**src/rtl/riscv_pipe_pkg.sv**
```systemverilog
// rtl/riscv_pipe_pkg.sv - payload structs and widths for pipe_stage_reg boundaries
package riscv_pipe_pkg;

  localparam int XLEN          = 32;
  localparam int CNT_W_DEFAULT = 16;

  typedef enum logic [3:0] {
    ALU_ADD  = 4'd0,
    ALU_SUB  = 4'd1,
    ALU_AND  = 4'd2,
    ALU_OR   = 4'd3,
    ALU_XOR  = 4'd4,
    ALU_SLL  = 4'd5,
    ALU_SRL  = 4'd6,
    ALU_SRA  = 4'd7,
    ALU_SLT  = 4'd8,
    ALU_SLTU = 4'd9
  } alu_op_e;

  typedef struct packed {
    logic [XLEN-1:0] pc;
    logic [31:0]     instr;
  } if_id_t;

  typedef struct packed {
    logic [XLEN-1:0] pc;
    logic [XLEN-1:0] rs1_val;
    logic [XLEN-1:0] rs2_val;
    logic [XLEN-1:0] imm;
    logic [4:0]      rd;
    alu_op_e         alu_op;
    logic            mem_rd;
    logic            mem_wr;
    logic            reg_wr;
  } id_ex_t;

  typedef struct packed {
    logic [XLEN-1:0] alu_res;
    logic [XLEN-1:0] store_val;
    logic [4:0]      rd;
    logic            mem_rd;
    logic            mem_wr;
    logic            reg_wr;
  } ex_mem_t;

  typedef struct packed {
    logic [XLEN-1:0] wb_val;
    logic [4:0]      rd;
    logic            reg_wr;
  } mem_wb_t;

  localparam int IF_ID_W  = $bits(if_id_t);
  localparam int ID_EX_W  = $bits(id_ex_t);
  localparam int EX_MEM_W = $bits(ex_mem_t);
  localparam int MEM_WB_W = $bits(mem_wb_t);

endpackage

```
**src/rtl/sat_counter.sv**
```systemverilog
// rtl/sat_counter.sv - saturating up-counter with synchronous clear
module sat_counter #(
  parameter int W = 16
) (
  input  logic         clk,
  input  logic         rst,
  input  logic         inc,
  input  logic         clr,
  output logic [W-1:0] cnt
);

  always_ff @(posedge clk) begin
    if (rst || clr) begin
      cnt <= '0;
    end else if (inc && !(&cnt)) begin
      cnt <= cnt + W'(1);
    end
  end

endmodule

```
**src/rtl/pipe_stage_reg.sv**
```systemverilog
// rtl/pipe_stage_reg.sv - elastic pipeline stage register with flush and stall counter
// Optional registered-ready skid buffer: define PIPE_STAGE_SKID_EN.
module pipe_stage_reg
  import riscv_pipe_pkg::*;
#(
  parameter int                DATA_W         = 32,
  parameter int                CNT_W          = CNT_W_DEFAULT,
  parameter bit                CLEAR_ON_FLUSH = 1'b1,
  parameter logic [DATA_W-1:0] RESET_VAL      = '0
) (
  input  logic              clk,
  input  logic              rst,
  input  logic              flush_i,
  input  logic              in_valid_i,
  output logic              in_ready_o,
  input  logic [DATA_W-1:0] in_data_i,
  output logic              out_valid_o,
  input  logic              out_ready_i,
  output logic [DATA_W-1:0] out_data_o,
  output logic [CNT_W-1:0]  stall_cnt_o,
  input  logic              stall_cnt_clr_i
);

`ifdef PIPE_STAGE_SKID_EN
  logic              skid_valid;
  logic [DATA_W-1:0] skid_data;
  logic              main_free;
  logic              in_fire;

  // Ready depends only on the skid flop, breaking the combinational ready chain.
  assign in_ready_o = !skid_valid;
  assign main_free  = !out_valid_o || out_ready_i;
  assign in_fire    = in_valid_i && !skid_valid;

  always_ff @(posedge clk) begin
    if (rst) begin
      out_valid_o <= 1'b0;
      out_data_o  <= RESET_VAL;
      skid_valid  <= 1'b0;
      skid_data   <= RESET_VAL;
    end else if (flush_i) begin
      out_valid_o <= 1'b0;
      skid_valid  <= 1'b0;
      if (CLEAR_ON_FLUSH) begin
        out_data_o <= RESET_VAL;
        skid_data  <= RESET_VAL;
      end
    end else if (main_free) begin
      if (skid_valid) begin
        out_valid_o <= 1'b1;
        out_data_o  <= skid_data;
        skid_valid  <= 1'b0;
      end else begin
        out_valid_o <= in_fire;
        if (in_fire) begin
          out_data_o <= in_data_i;
        end
      end
    end else if (in_fire) begin
      skid_valid <= 1'b1;
      skid_data  <= in_data_i;
    end
  end
`else
  assign in_ready_o = !out_valid_o || out_ready_i;

  always_ff @(posedge clk) begin
    if (rst) begin
      out_valid_o <= 1'b0;
      out_data_o  <= RESET_VAL;
    end else if (flush_i) begin
      out_valid_o <= 1'b0;
      if (CLEAR_ON_FLUSH) begin
        out_data_o <= RESET_VAL;
      end
    end else if (in_ready_o) begin
      out_valid_o <= in_valid_i;
      if (in_valid_i) begin
        out_data_o <= in_data_i;
      end
    end
  end
`endif

  logic stall_inc;
  assign stall_inc = out_valid_o && !out_ready_i && !flush_i;

  sat_counter #(
    .W(CNT_W)
  ) u_stall_cnt (
    .clk (clk),
    .rst (rst),
    .inc (stall_inc),
    .clr (stall_cnt_clr_i),
    .cnt (stall_cnt_o)
  );

endmodule

```
**config.mk**
```make
export PLATFORM = sky130hd
export DESIGN_NAME = pipe_stage_reg
export DESIGN_NICKNAME = d
export VERILOG_FILES = /design/src/rtl/riscv_pipe_pkg.sv /design/src/rtl/sat_counter.sv /design/src/rtl/pipe_stage_reg.sv
export SDC_FILE = /design/constraint.sdc
export NUM_CORES = 1
export LEC_CHECK = 0
export ABC_AREA = 1
export ABC_CLOCK_PERIOD_IN_PS = 2220
export CELL_PAD_IN_SITES_DETAIL_PLACEMENT = 2
export CELL_PAD_IN_SITES_GLOBAL_PLACEMENT = 2
export CORE_UTILIZATION = 24
export CTS_CLUSTER_DIAMETER = 80
export DETAILED_ROUTE_END_ITERATION = 10
export PLACE_DENSITY_LB_ADDON = 0.08
export SYNTH_ARGS = -nofsm -noshare
export SYNTH_HDL_FRONTEND = slang
export SYNTH_SLANG_ARGS = --single-unit
```
**constraint.sdc**
```tcl
create_clock -name clk -period 2.22 [get_ports clk]
set_input_delay 0.222 -clock clk [delete_from_list [all_inputs] [get_ports clk]]
set_output_delay 0.222 -clock clk [all_outputs]
set_load 0.01 [all_outputs]
```
# Yosys cells after proc, flatten, opt, wreduce, memory -nomap -nowiden
# Cells that the tools add are included.
[word_totals]
ff_bits = 49
[classes]
add_sub_neg = 1
reduce_logical = 12
[ops]
columns = ["operator", "count"]
rows = [
  ["$add A16 B1 Y16 const B", 1],
  ["$reduce_and A16 Y1", 1],
  ["$logic_not A1 Y1", 4],
  ["$logic_and A1 B1 Y1", 3],
  ["$logic_or A1 B1 Y1", 2],
  ["$reduce_and A2 Y1", 1],
  ["$reduce_or A2 Y1", 1],
]

# Longest topological paths before layout
# Gate-level depths: netlist of the first run.
[depth]
depth_word = 4
depth_mapped = 10

# Modules after synthesis
# A second synthesis of the first run with hierarchy kept.
[hier_totals]
hier_cells = 360
hier_area_um2 = 2436.1
[by_module_without_submodules]
columns = ["mod", "cells_each", "instances", "area_each_um2", "seq_area_each_um2"]
rows = [
  ["pipe_stage_reg", 216, 1, 1477.7, 660.6],
  ["sat_counter", 144, 1, 958.4, 320.3],
]

# Least setup slack after synthesis of the first run
# No wires, ideal clock.
[synth_timing]
kind = "reg-to-reg"
from = "register u_stall_cnt.cnt[1]"
to = "register u_stall_cnt.cnt[15]"
arrival_ns = 1.289
stages_incl_launch_ff = 8
setup_ns = 0.115
n_path_buf = 1
slack_ns = 0.816
cell_sequence = "dfxtp_1 ha_1 nand2_2 nor2_8 nand4_4 buf_6 a21oi_1 nor2_1"
[synth_via]
elab_chain_len = 3
word_cells_on_any_way = 4
cone_classes = "add/sub: 1; reduce/logical: 3"
[synth_rtl]
columns = ["element", "line_no", "rtl"]
rows = [
  ["from (decl)", "sat_counter.sv:9", "output logic [W-1:0] cnt"],
  ["from (signal assigned)", "sat_counter.sv:16", "cnt <= cnt + W'(1);"],
  ["branches (longest 3 deep; another with $add A16 B1 Y16)", "n/a", ""],
]
# Several ways; the timed one is not identified.
# A chain may end at the register's enable or synchronous reset.

# Final worst setup path of the first run
[layout_timing]
from = "input port out_ready_i"
to = "output port in_ready_o"
[layout_via]
elab_chain_len = 1
[layout_rtl]
columns = ["element", "line_no", "rtl"]
rows = [
  ["from (decl)", "pipe_stage_reg.sv:18", "input logic out_ready_i,"],
  ["$logic_or A1 B1 Y1", "pipe_stage_reg.sv:65", "assign in_ready_o = !out_valid_o || out_ready_i;"],
  ["to (decl)", "pipe_stage_reg.sv:15", "output logic in_ready_o,"],
]
# No other way between the ends.

==> reports/qor.yml, run 1 <==
run_status:
  outcome: "complete, no violations"
placement:
  portBuffers: 87
  place_ws_ps: 500
  dp_hpwl_um: 5610
  dpl_cell_area_um2: 3210
  place_congestion: 0.739
clocking:
  clk_latency_ps: 310
  cts_setup_buffers: 0
  hold_buffers: 0
  max-clock-path-buffers: 2
  cts_max_level: 2
  cts_resized: 0
  cts_made_buffers: 5
  clkTransAtPathRegs_ps: 90
  numClockSinks: 49
  root_buffer: "clkbuf_8"
  tritoncts: "built"
critical_path:
  worstSetupPathType: "in -> out"
  path_max_fanout: 3
  crit_top_cell: "clkdlybuf4s50_1"
  r2r_cells: 6
  end_kind: "output port"
  critical_path.max_stage_delay_ps: 550
  cp.required_ps: 2000
  crit_slowest_cell: "clkdlybuf4s50_1"
  path_cells: "clkdlybuf4s50_1, inv_1, nand2_2, clkdlybuf4s50_1"
  crit_path_start_kind: "input pin"
  arrival_ps: 1420
yosys:
  synth.distinct_cells: 23
  synth_seq_area_share_pct: 43.8
  yosys_warnings: 0
  avgSynthCellArea_um2: 6.96
  synthFlopType: "dfxtp_1"
  synth-edff-count: 0
  syn_area_um2: 2240
  synthCells: 322
  synth_nets: 361
  synthArstFlopShare_pct: 0
  synth_seq_cells: 49
timing:
  finalMaxSlewViolations: 0
  grt_setup_unrepaired: "no"
  finalClockSkew_ps: 8.28
  layout_setup_ws_ps: 576
  max_slew_margin_pct: 63.8
  fin_crit_sh_pct: 74.1
  min_period_ps: 1640
  finalHoldViolations: 0
  whs_ps: 466
  worstMarginPinSlew_ps: 542
  clock.fmax_mhz: 608
  tns_ps: 0
  setup_violations: 0
pwr:
  switching_share_pct: 24.9
  power_frac_seq_pct: 54.0
  internal_power_mw: 1.26
  clock_power_share_pct: 33.8
  power_density_nw_per_um2: 509
  leakage_nw: 1.25
  p_sw_uw: 419
  combPwrFrac_pct: 12.2
  ir_worst_vdd_uv: 243
min_path:
  hold_depth: 2
  hold_class: "reg -> reg"
detailed_routing:
  wl_per_cell_um: 14.4
  vias: 2333
  drc_errors: 0
  drt_wl_total_um: 7410
  drtIter0Drc: 70
  dr.pass1.iters: 4
  vias_per_cell: 4.52
  detail-route-antenna-nets: 0
global_route:
  grt_pass1_wl_um: 12100
  grtUsageTotal_pct: 15.9
  grt_remaining_overflow: 0
  grt_start_max_net_pins: 34
  antenna_found_initial: 0
  grt_pass1_vias: 2391
cells_and_area:
  area_growth_pct: 47.4
  nets: 446
  layout-drive-gt1-share_pct: 9.80
  seq_area_um2: 981
  multiInputGateArea_um2: 1100
  fin_area_um2: 3300
  nFillCells: 1054
  antenna_cells: 0
floorplanning:
  ioPinCount: 88
  die_w_um: 98.7
  start_util_pct: 25.2
  fp-row-count: 34
  core_area_um2: 8890
  die_y_um: 98.7
  dieArea_um2: 9730
run:
  max-cap-violations: 0
-- sequential cells by signal, indices dropped and copies added (netlist names) --
signal           flops
out_data_o          32
out_valid_o          1
u_stall_cnt.cnt     16
-- power groups by stage --
stage / Sequential (mW) / Combinational, mW / Clock (mW)
detailed placement: 0.929 / 0.208 / 0
CTS: 0.909 / 0.210 / 0.601
finish: 0.908 / 0.205 / 0.569
global route: 0.912 / 0.225 / 0.640
global placement: 0.928 / 0.206 / 0
floorplan: 0.937 / 0.0695 / 0
-- final timing paths --
| check | start | to | slack, ps |
|---|---|---|---|
| max | out_ready_i | in_ready_o | 580 |
| min | out_data_o[27]$_SDFFE_PP0P_ | out_data_o[27]$_SDFFE_PP0P_ | 470 |
| min reg2reg | out_data_o[27]$_SDFFE_PP0P_ | out_data_o[27]$_SDFFE_PP0P_ | 470 |
| max reg2reg | u_stall_cnt.cnt[1]$_SDFFE_PP0P_ | u_stall_cnt.cnt[12]$_SDFFE_PP0P_ | 710 |
-- worst max-delay path, delay by kind of cell --
kind | cells | cell delay (ps)
and+or+nand+nor | 1 | 100
buffers and inverters | 3 | 1100
-- cells in the mapped netlist, types with 2 or more instances --
| cell type | instances | share of area [%] |
|---|---|---|
| a21oi_1 | 39 | 8.7 |
| buf_2 | 8 | 1.8 |
| clkbuf_1 | 3 | 0.50 |
| dfxtp_1 | 49 | 44 |
| inv_1 | 23 | 3.9 |
| inv_2 | 4 | 0.67 |
| nand2_1 | 108 | 18 |
| nand2_2 | 9 | 2.5 |
| nand3_1 | 14 | 3.1 |
| nand3_2 | 2 | 0.89 |
| nand3b_1 | 2 | 0.67 |
| nor2_1 | 38 | 6.4 |
| nor2_2 | 7 | 2.0 |
| nor2_4 | 5 | 2.5 |
| o21ai_0 | 3 | 0.67 |
-- layer usage --
metal	vias to the layer above	GRT usage, %	routed length [µm]
li1	1168	-	-
met1	1106	21.0	3560
met2	51	26.2	3530
met3	8	3.69	218
met4	0	3.90	110
met5	-	0	0
-- per-stage QoR --
step | total power [mW] | instances | util, %
finish | 1.68 | 516 | 37.2
global route | 1.78 | 516 | 37.2
global placement | 1.13 | 508 | 36.1
CTS | 1.72 | 516 | 37.2
floorplan | 1.01 | 322 | -
detailed placement | 1.14 | 508 | 36.1
-- cells in the final DEF, fill, tap and decap left out, types with 2 or more instances in the layout --
master           instances
a21oi_1                 39
buf_4                    3
clkbuf_8                 6
clkdlybuf4s50_1         87
dfxtp_1                 49
inv_1                   23
inv_2                    4
nand2_1                108
nand2_2                  9
nand3_1                 14
nand3_2                  2
nand3b_1                 2
nor2_1                  38
nor2_2                   7
nor2_4                   5
o21ai_0                  3
-- final cells by class --
class	instances	share of cell area (%)
multi-input cells	234	33.2
flip-flops and latches	49	29.7
repair buffers	90	27.0
well taps	108	4.09
inverters	27	3.07
clock buffers	6	2.50
clock inverters	2	0.417
-- cell families (layout without fill, tap and decap cells) --
| logic type | count (synthesis) | in the layout | synth area share, % |
|---|---|---|---|
| buffers and inverters | 39 | 125 | 7.31 |
| AO/OA/AOI/OAI | 42 | 42 | 9.37 |
| AND/OR/NAND/NOR | 191 | 191 | 39.0 |
| flip-flops | 49 | 49 | 43.7 |
| adder cells (fa/ha/maj) | 1 | 1 | 0.558 |
No activity file was read; power rests on OpenSTA's default activity.
==> run 2, diff against run 1 <==
- ABC_CLOCK_PERIOD_IN_PS: 2220 -> 1700
- CORE_UTILIZATION: 24 -> 22
- clock period: 2.22 -> 1.7 ns (I/O delays scaled with it)
==> reports/qor.yml, run 2 (synthesized netlist as in run 1, its figures left out) <==
clocking:
  tritoncts: "built"  # unchanged
  cts_resized: 0  # unchanged
  root_buffer: "clkbuf_8"  # unchanged
  clkTransAtPathRegs_ps: 100  # was 90 ps
  numClockSinks: 49  # unchanged
  hold_buffers: 0  # unchanged
  cts_max_level: 2  # unchanged
  max-clock-path-buffers: 2  # unchanged
  cts_setup_buffers: 0  # unchanged
  cts_made_buffers: 5  # unchanged
  clk_latency_ps: 310  # about the same
timing:
  grt_setup_unrepaired: "no"  # unchanged
  worstMarginPinSlew_ps: 288  # was 542 ps
  min_period_ps: 1590
  fin_crit_sh_pct: 93.4
  finalHoldViolations: 0  # unchanged
  max_slew_margin_pct: 80.8  # was 63.8%
  setup_violations: 0  # unchanged
  finalMaxSlewViolations: 0  # unchanged
  finalClockSkew_ps: 9.67  # was 8.28 ps
  whs_ps: 414  # was 466 ps
  clock.fmax_mhz: 630
  tns_ps: 0  # unchanged
min_path:
  holdPathEnd: "out_data_o[4]$_SDFFE_PP0P_"  # was out_data_o[27]$_SDFFE_PP0P_
  hold_depth: 3  # was 2
  worstHoldStart: "in_data_i[4]"  # was out_data_o[27]$_SDFFE_PP0P_
  hold_class: "in -> reg"  # was reg -> reg
critical_path:
  r2r_cells: 10  # was 6
  worstSetupPathType: "in -> out"  # unchanged
  end_kind: "output port"  # unchanged
  worstReg2RegStart: "u_stall_cnt.cnt[1]$_SDFFE_PP0P_"  # unchanged
  cp.required_ps: 1530  # was 2000 ps
  arrival_ps: 1420  # about the same
  worstReg2RegEnd: "u_stall_cnt.cnt[0]$_SDFFE_PP0P_"  # was u_stall_cnt.cnt[12]$_SDFFE_PP0P_
  crit_path_start_kind: "input pin"  # unchanged
  r2r_setup_slack_ps: 160  # was 710 ps
  path_max_fanout: 3  # unchanged
pwr:
  ir_worst_vdd_uv: 494  # was 243 µV
  power_density_nw_per_um2: 686  # was 509 nW/µm²
  leakage_nw: 1.32  # was 1.25 nW
floorplanning:
  die_w_um: 103  # was 98.7 µm
  dieArea_um2: 10600  # was 9730 µm²
  ioPinCount: 88  # unchanged
  fp-row-count: 36  # was 34
  core_area_um2: 9820  # was 8890 µm²
  die_y_um: 103  # was 98.7 µm
  start_util_pct: 22.8  # was 25.2%
detailed_routing:
  detail-route-antenna-nets: 0  # unchanged
  vias_per_cell: 4.27  # was 4.52
  drc_errors: 0  # unchanged
  wl_per_cell_um: 13.7  # was 14.4 µm
  drt_wl_total_um: 7570  # was 7410 µm
  drtIter0Drc: 32  # was 70
  vias: 2355  # was 2333
  dr.pass1.iters: 3  # was 4
cells_and_area:
  area_growth_pct: 54.1  # was 47.4%
  reg.largest.list: "out_data_o x32, u_stall_cnt.cnt x16, out_valid_o x1"  # unchanged
  layout-drive-gt1-share_pct: 12.2  # was 9.80%
  fin_area_um2: 3450  # was 3300 µm²
  antenna_cells: 0  # unchanged
  mostFrequentLayoutCell: "nand2_1"  # unchanged
  largest_register_ffs: 32  # unchanged
  nets: 457  # was 446
  largest-register: "out_data_o"  # unchanged
  layout_common_cells: "108 x nand2_1, 87 x clkdlybuf4s50_1, 49 x dfxtp_1, 39 x a21oi_1, 38 x nor2_1"  # unchanged
placement:
  portBuffers: 87  # unchanged
  dpl_cell_area_um2: 3330  # was 3210 µm²
  dp_hpwl_um: 5830  # was 5610 µm
  place_congestion: 0.721  # was 0.739
global_route:
  antenna_found_initial: 0  # unchanged
  grt_start_max_net_pins: 34  # unchanged
  grt_remaining_overflow: 0  # unchanged
  grt_pass1_wl_um: 11900  # was 12100 µm
  grtUsageTotal_pct: 14.7  # was 15.9%
  grt_pass1_vias: 2432  # was 2391
run_status:
  outcome: "complete, no violations"  # unchanged
run:
  max-cap-violations: 0  # unchanged
## run 2: worst max path at each step
| stage | startpoint | to | slack, ps |
|---|---|---|---|
| floorplan | u_stall_cnt.cnt[1]$_SDFFE_PP0P_ | u_stall_cnt.cnt[15]$_SDFFE_PP0P_ | 300 |
| global placement | out_ready_i | in_ready_o | 120 |
| detailed placement | out_ready_i | u_stall_cnt.cnt[15]$_SDFFE_PP0P_ | 90 |
| CTS | out_ready_i | in_ready_o | 90 |
| global route | u_stall_cnt.cnt[1]$_SDFFE_PP0P_ | u_stall_cnt.cnt[15]$_SDFFE_PP0P_ | 10 |
| finish | out_ready_i | in_ready_o | 110 |
## run 2: where the power goes
group,total (mW),switching [mW],internal (mW),leakage (nW)
combinational,0.283,0.124,0.159,0.864
sequential,1.19,0.0135,1.17,0.398
clock,0.899,0.420,0.479,0.0574
total,2.37,0.557,1.81,1.32
## run 2: layer usage
metal  global-route usage, %  wire [µm]
met1                    19.5       3600
met2                    24.5       3570
met3                    2.78        318
met4                    3.90         78
met5                       0          0
## run 2: stage by stage
| stage | power [mW] | setup slack (ps) | instances | util (%) |
|---|---|---|---|---|
| after floorplan | 1.31 | 296 | 322 | - |
| after global placement | 1.50 | 116 | 544 | 34.0 |
| after detailed placement | 1.50 | 91.3 | 544 | 34.0 |
| after CTS | 2.43 | 87.2 | 552 | 35.2 |
| after global routing | 2.50 | 11.8 | 552 | 35.2 |
| final | 2.37 | 112 | 552 | 35.2 |
## run 2: cell type report
class                   count  area (µm²)
repair buffers            101         988
clock buffers               6        82.6
flip-flops and latches     49         981
multi-input cells         234        1100
fillers                  1189        6360
inverters                  27         101
clock inverters             2        37.5
well taps                 133         166
## run 2: critical path: stages
cell and delay (ps):
clkdlybuf4s50_1 510, inv_1 70, nand2_2 100, clkdlybuf4s50_1 560
